File: src/rtl/branch_predict_resolver.sv
// branch_predict_resolver: EX-stage branch condition resolve, registered redirect/mispredict,
// PC-indexed saturating-counter direction predictor and branch/mispredict perf counters.
module branch_predict_resolver #(
    parameter int ADDR_W      = 32,
    parameter int BHT_ENTRIES = 64,
    parameter int CNT_W       = 2,
    parameter int PERF_W      = 32
) (
    input  logic              clk,
    input  logic              rst,
    input  logic [ADDR_W-1:0] lookup_pc,
    output logic              pred_taken,
    output logic              init_busy,
    input  logic              resolve_valid,
    input  logic [ADDR_W-1:0] resolve_pc,
    input  logic [2:0]        branch,
    input  logic              zero,
    input  logic              sign,
    input  logic              pred_in,
    input  logic [ADDR_W-1:0] target_pc,
    output logic              branch_taken,
    output logic              mispredict,
    output logic [ADDR_W-1:0] redirect_pc,
    output logic [PERF_W-1:0] branch_count,
    output logic [PERF_W-1:0] mispred_count
);
    localparam int IDX_W = $clog2(BHT_ENTRIES);

    typedef enum logic {INIT, RUN} state_t;

    state_t            state_q, state_d;
    logic [IDX_W-1:0]  idx_q, idx_d;
    logic [CNT_W-1:0]  bht_q [BHT_ENTRIES];
    logic              branch_taken_q, branch_taken_d;
    logic              mispredict_q, mispredict_d;
    logic [ADDR_W-1:0] redirect_pc_q, redirect_pc_d;
    logic [PERF_W-1:0] branch_count_q, branch_count_d;
    logic [PERF_W-1:0] mispred_count_q, mispred_count_d;

    logic [7:0]        cond_vec;
    logic              cond, active;
    logic [IDX_W-1:0]  lidx, ridx, bht_widx;
    logic [CNT_W-1:0]  rcnt, upd, bht_wdata;
    logic              bht_we;
    logic              unused_pc_bits;

    always_ff @(posedge clk) begin
        if (rst) begin
            state_q <= INIT;
            idx_q   <= '0;
        end else begin
            state_q <= state_d;
            idx_q   <= idx_d;
        end
    end

    always_comb begin
        state_d = state_q;
        idx_d   = idx_q;
        if (state_q == INIT) begin
            idx_d   = idx_q + IDX_W'(1);
            state_d = (idx_q == IDX_W'(BHT_ENTRIES - 1)) ? RUN : INIT;
        end
    end

    always_comb begin
        init_busy = rst | (state_q == INIT);
    end

    // Indexed by branch code: 7 always, 6 ltz, 5 lez, 4 gtz, 3 gez, 2 ne, 1 eq, 0 none.
    always_comb begin
        cond_vec = {1'b1, sign, sign | zero, ~sign & ~zero, ~sign, ~zero, zero, 1'b0};
        cond     = cond_vec[branch];
        active   = resolve_valid & (branch != 3'd0);
        branch_taken_d  = resolve_valid & cond;
        mispredict_d    = active & (cond != pred_in);
        redirect_pc_d   = active ? (cond ? target_pc : resolve_pc + ADDR_W'(4)) : redirect_pc_q;
        branch_count_d  = branch_count_q + PERF_W'(active);
        mispred_count_d = mispred_count_q + PERF_W'(mispredict_d);
    end

    always_comb begin
        lidx       = lookup_pc[IDX_W+1:2];
        ridx       = resolve_pc[IDX_W+1:2];
        rcnt       = bht_q[ridx];
        upd        = cond ? ((rcnt == '1) ? rcnt : rcnt + CNT_W'(1))
                          : ((rcnt == '0) ? rcnt : rcnt - CNT_W'(1));
        bht_we     = ~rst & ((state_q == INIT) | active);
        bht_widx   = (state_q == INIT) ? idx_q : ridx;
        bht_wdata  = (state_q == INIT) ? CNT_W'(1) : upd;
        pred_taken = ~init_busy & bht_q[lidx][CNT_W-1];
    end

    assign unused_pc_bits = ^{lookup_pc[ADDR_W-1:IDX_W+2], lookup_pc[1:0]};

    // Table has no reset of its own; INIT sweeps every entry after rst.
    always_ff @(posedge clk) begin
        if (bht_we) bht_q[bht_widx] <= bht_wdata;
    end

    always_ff @(posedge clk) begin
        if (rst) begin
            branch_taken_q  <= 1'b0;
            mispredict_q    <= 1'b0;
            redirect_pc_q   <= '0;
            branch_count_q  <= '0;
            mispred_count_q <= '0;
        end else begin
            branch_taken_q  <= branch_taken_d;
            mispredict_q    <= mispredict_d;
            redirect_pc_q   <= redirect_pc_d;
            branch_count_q  <= branch_count_d;
            mispred_count_q <= mispred_count_d;
        end
    end

    assign branch_taken  = branch_taken_q;
    assign mispredict    = mispredict_q;
    assign redirect_pc   = redirect_pc_q;
    assign branch_count  = branch_count_q;
    assign mispred_count = mispred_count_q;
endmodule
File: config.mk
export PLATFORM = sky130hd
export DESIGN_NAME = branch_predict_resolver
export DESIGN_NICKNAME = d
export VERILOG_FILES = /design/src/rtl/branch_predict_resolver.sv
export SDC_FILE = /design/constraint.sdc
export NUM_CORES = 1
export LEC_CHECK = 0
export BUFFER_PORTS_ARGS = -buffer_cell sky130_fd_sc_hd__buf_2
export CAP_MARGIN = 5
export CORE_ASPECT_RATIO = 0.5
export CORE_MARGIN = 8
export CORE_UTILIZATION = 45
export CTS_CLUSTER_DIAMETER = 30
export DETAILED_ROUTE_END_ITERATION = 6
export PLACE_DENSITY = 0.72
export SYNTH_ARGS = -nofsm -noshare
export SYNTH_HDL_FRONTEND = slang
export SYNTH_SLANG_ARGS = --single-unit
File: constraint.sdc
create_clock -name clk -period 6.6 [get_ports clk]
set_input_delay 0.66 -clock clk [delete_from_list [all_inputs] [get_ports clk]]
set_output_delay 0.66 -clock clk [all_outputs]
set_load 0.1 [all_outputs]
Yosys cells after proc, flatten, opt, wreduce, memory -nomap -nowiden --
Memory sizes are Yosys's and may differ from the RTL's. Cells that the tools add are included.
Operators by class: add/sub/neg operators 6, order comparisons 1, eq/ne operators 3, multiplexer cells 12, bitwise operators 14, reduce and logical (&&, ||, !) cells 2
Operators by type and width (number):
- $add 32x1->32 | 2
- $add 32x3->32 const B | 1
- $mux 32 | 1
- $mux 2 | 4
- $add 6x1->6 const B | 1
- $and 1x1->1 | 6
- $eq 6x6->1 const B | 1
- $mux 6 | 1
- $mux 1 | 5
- $not 1->1 | 5
- $lt 3x4->1 const B | 1
- $bmux 1 s3 | 1
- $or 1x1->1 | 3
- $reduce_bool 3->1 | 1
- $add 2x1->2 const B | 1
- $eq 2x2->1 const B | 1
- $logic_not 2->1 | 1
- $sub 2x1->2 const B | 1
- $ne 1x1->1 | 1
Storage, ports and cells: bits in registers 105, memory bits (writable) 128, bits of input ports 105, output and inout bits 100, logic and storage cells 46, memories kept 1
Memories:
- bht_q | depth 64, width 2, rd ports 2, clocked after memory_dff 0, write ports 1, RTL line 33 | logic [CNT_W-1:0] bht_q [BHT_ENTRIES];

Longest topological paths before layout --
depth after elaboration 7, depth in mapped cells 14, gate-level depth less buffers 13

Worst setup path after synthesis --
No wires, ideal clock.
path type input -> register, from in resolve_pc[4], to mem bht_q[0][0] (data pin), library setup time 565 ps, data arrival time 4101 ps, required time 6035 ps, setup slack 1934 ps, stages 10, path buffers 4, path through buf_2 buf_4 buf_2 buf_2 mux4_2 nand2_1 nand4_1 o22ai_1 nor4_1 a22oi_1
On the way: longest elaborated chain between the ends 5, elaborated cells between the ends (all ways) 9, those cells by class add/sub (2); eq/ne (1); mux (4); reduce/logical (1); memory (1)
Ends and longest elaborated chain:
- start, declared | RTL line 15 | input logic [ADDR_W-1:0] resolve_pc,
- $mem_v2 64x2 *
- $sub 2x1->2 (tied with other cells) | RTL line 87 | : ((rcnt == '0) ? rcnt : rcnt - CNT_W'(1));
- $mux 2 (on tied branches) | RTL line 87, 86
- $mux 2 * | RTL line 86 | upd = cond ? ((rcnt == '1) ? rcnt : rcnt + CNT_W'(1))
- $mux 2 * | RTL line 90 | bht_wdata = (state_q == INIT) ? CNT_W'(1) : upd;
- named net bht_wdata[0] | RTL line 43 | logic [CNT_W-1:0] rcnt, upd, bht_wdata;
- end, declared | RTL line 33
Mark *: on every way through the listed nets, which the timed path passes. The rest lies on a longest branch.

Final worst setup path --
from in resolve_pc[3], to mem bht_q[25][0] (data pin)
Same word-level chain as after synthesis.

==> flow_summary_export.csv <==
group,metric,value,unit
logic_synthesis,yosys.cell_types.count,49,
clocking,worstSkewPairLatency,510,ps
cells_and_area,fillCellCount,2018,
power_and_ir_drop,intPower,2.841,mW
sta,slew_violations,0,
power_and_ir_drop,ir_worst_vdd,160.5,µV
sta,period_share,60.07,%
grt,grt_max_degree,87,
critical_path,worst-path-buf-inv,2,
status,outcome,"finished, final reports clean",
logic_synthesis,synthArstFlopShare,0,%
logic_synthesis,yosysSeqAreaShare,53.88,%
power_and_ir_drop,p_switching,0.9933,mW
critical_path,critPathSlowestCell,"a22oi_2",
cells_and_area,final_util,55.74,%
sta,hold_violations,0,
floorplanning,core-area,24020,µm²
sta,maxSlewHeadroom,25.48,%
routing,drc,0,
sta,max_slew.worst_pin.slew,1118,ps
clocking,cts_root_buffer,"clkbuf_16",
logic_synthesis,synth.cell_area,11030,µm²
critical_path,reg2reg_slack,3210,ps
clocking,clkSinkCount,233,
worst_hold_path,hold_path_depth,3,
logic_synthesis,synthCells,980,
clocking,cts_buffers,37,
cells_and_area,final_net_count,1266,
power_and_ir_drop,p_sw_share,25.91,%
grt,antenna_found_initial,0,
floorplanning,dieWidth,237.5,µm
routing,antenna_left,0,
power_and_ir_drop,combPwrFrac,10.1,%
grt,grt_pass1_wl,46.53,mm
logic_synthesis,synth_edf_count,128,
floorplanning,rows,40,
power_and_ir_drop,leakage,5.231,nW
floorplanning,ios,205,
grt,overflow,0,
worst_hold_path,min-delay-path-class,"in -> reg",
routing,wire_per_inst,19.86,µm
grt,grt_pass1_vias,8531,
critical_path,r2r-start,"bht_q[30][0]$_DFFE_PP_",
logic_synthesis,synthFlopType,"edfxtp_1",
clocking,htree_levels,2,
clocking,path_clk_slew,50,ps
clocking,postCtsHoldBufs,0,
critical_path,crit_chain,"buf_2 -> mux4_2 -> mux2_2 -> a31oi_1 -> and4_1 -> nor4_1 -> a22oi_2 -> buf_4",
sta,setup_tns,0,ps
sta,rsz0062_at_grt,"false",
clocking,cts_tree,"done",
sta,worst_clock_skew,20.19,ps
logic_synthesis,syn-num-nets,1092,
critical_path,worstPathRequired,6880,ps
routing,via_per_inst,5.794,
clocking,post_cts_resized,0,
power_and_ir_drop,power_density,286.4,nW/µm²
critical_path,arrival,4250,ps
critical_path,cp-end-kind,"flip-flop",
grt,grtUsageTotal,19.04,%
placement,portBuffers,178,
logic_synthesis,yosysWarnings,0,
floorplanning,die_area,30090,µm²
floorplanning,die_y,126.7,µm
routing,wl,29.75,mm
placement,dp_hpwl,20.67,mm
critical_path,crit_family,"buffers and inverters",
critical_path,start_kind,"input port",
critical_path,r2r_cells,7,
placement,routabilityCongestion,0.8996,
worst_hold_path,worstHoldStart,"resolve_pc[1]",
logic_synthesis,ys_seq_elements,233,
sta,setup_violations,0,
routing,drtIter0Drc,740,
sta,fin_crit,3965,ps
critical_path,critPathMaxFanout,38,
critical_path,worst_r2r_endpoint,"bht_q[25][0]$_DFFE_PP_",
routing,drtPass1Iterations,6,
floorplanning,start_util,45.93,%
power_and_ir_drop,pwr-share-seq,40.6,%
worst_hold_path,min_to,"redirect_pc[1]$_SDFFE_PP0P_",
job,drv_cap,0,
power_and_ir_drop,p_clk_share,49.4,%
clocking,clock_tree.buffer_depth,3,
cells_and_area,drive_gt1_share,26.57,%
critical_path,max_stage_delay,940,ps
routing,dr_total_vias,8679,
cells_and_area,syn2layout_area_growth,21.35,%
sta,clock.fmax,0.2522,GHz
clocking,postCtsSetupBuffers,0,
critical_path,critPathKind,"in -> reg",
logic_synthesis,syn_avg_cell_area,11.26,µm²
final cells by class:
class	count	area (µm²)	share of cell area, %
timing repair buffer	185	943.4	7.045
multi-input combinational	681	4817	35.97
inverter	16	60.06	0.4485
clock inverter	18	183.9	1.374
antenna	1	2.502	0.01869
clock buffer	49	1044	7.793
tap	315	394.1	2.943
sequential	233	5946	44.40
synth_stat cells (2+ instances only):
cell type,instances,share of area [%]
and3_1,11,0.62
o31ai_1,4,0.27
ha_1,7,0.79
o32ai_1,2,0.16
buf_6,2,0.20
nand3_1,38,1.7
o21ai_0,21,0.95
a31oi_1,8,0.45
and4_1,18,1.4
a21oi_1,15,0.68
o2111ai_1,2,0.16
mux2_2,3,0.31
a21o_1,2,0.14
inv_1,15,0.51
o211ai_1,5,0.34
nor3_1,16,0.73
buf_1,6,0.20
or3_1,14,0.79
clkbuf_1,30,1.0
nor2_1,177,6.0
a22oi_1,6,0.41
nand2b_1,3,0.17
a311oi_1,6,0.48
xor2_1,36,2.9
o31a_1,6,0.48
nand4_1,22,1.2
a211oi_1,12,0.82
xnor2_1,45,3.6
buf_4,5,0.34
and2_1,6,0.34
buf_2,7,0.32
a31o_2,14,1.1
nor4_1,13,0.74
mux4_2,49,10
dfxtp_1,105,19
nor2b_1,13,0.74
edfxtp_1,128,35
mux2i_1,17,1.5
nand2_1,81,2.8
power groups by stage:
stage | logic [mW] | registers [mW] | clock network, mW
2_1_floorplan | 0.144 | 1.72 | 0
3_3_place_gp | 0.378 | 1.58 | 0
3_5_place_dp | 0.384 | 1.58 | 0
4_1_cts | 0.385 | 1.55 | 1.92
5_1_grt | 0.405 | 1.56 | 1.98
6_report | 0.385 | 1.56 | 1.89
stage by stage:
step                std cells  setup WS, ps  hold slack, ps  power (mW)  area [µm²]
CTS                      1497          2628           409.9       3.864       13390
detailed placement       1430          2099           454.2       1.968       12160
global route             1497          2361           434.5       3.946       13390
global placement         1430          2234           439.5       1.960       12160
floorplan                 980          1934           465.2       1.867       11030
finish                   1498          2635           423.9       3.834       13390
logic make-up (layout without fill, tap and decap cells):
kind of cell / count (synthesis) / in the layout / synth area share, %
multiplexers: 69 / 69 / 11.85
AND/OR/NAND/NOR: 417 / 417 / 17.67
flip-flops: 233 / 233 / 53.88
XOR/XNOR: 81 / 81 / 6.429
AO/OA/AOI/OAI: 107 / 107 / 6.747
adder cells (fa/ha/maj): 7 / 7 / 0.7937
buffers and inverters: 66 / 268 / 2.631
other: 0 / 1 / 0
per-layer routing:
layer | vias up | track usage, % | wire (µm)
met3 | 81 | 4.560 | 2517
met5 | - | 0 | 0
met1 | 4251 | 23.57 | 11510
li1 | 3978 | - | -
met4 | 0 | 6.763 | 985
met2 | 369 | 32.39 | 14740
state kept, by name (all words and copies together) (netlist names):
register       flops
bht_q            128
branch_count      32
mispred_count     32
redirect_pc       32
idx_q              6
branch_taken       1
mispredict         1
state_q            1
worst min-delay path: cells and delay by family:
kind	cells	cell delay, ps
AND/OR/NAND/NOR	1	50
AO/OA/AOI/OAI	1	70
buffers and inverters	1	90
cell usage in the layout, fill, tap and decap left out, types with 16 or more instances in the layout:
master / netlist / routed
nor3_1: 16 / 16
and4_1: 18 / 18
xor2_1: 36 / 36
dfxtp_1: 105 / 105
nand2_1: 81 / 81
nor2_1: 177 / 177
o21ai_0: 21 / 21
xnor2_1: 45 / 45
nand3_1: 38 / 38
buf_2: 7 / 178
clkbuf_16: 0 / 39
mux2i_1: 17 / 17
mux4_2: 49 / 49
nand4_1: 22 / 22
edfxtp_1: 128 / 128
how the worst max path moves through the flow:
stage	cells after the start	endpoint	start
final	8	bht_q[25][0]$_DFFE_PP_	resolve_pc[3]
after floorplan	10	bht_q[0][0]$_DFFE_PP_	resolve_pc[4]
after global placement	8	bht_q[30][0]$_DFFE_PP_	resolve_pc[3]
after detailed placement	8	bht_q[29][0]$_DFFE_PP_	resolve_pc[3]
after global routing	8	bht_q[25][0]$_DFFE_PP_	resolve_pc[3]
after CTS	8	bht_q[25][0]$_DFFE_PP_	resolve_pc[3]
No activity file was read; power rests on OpenSTA's default activity.
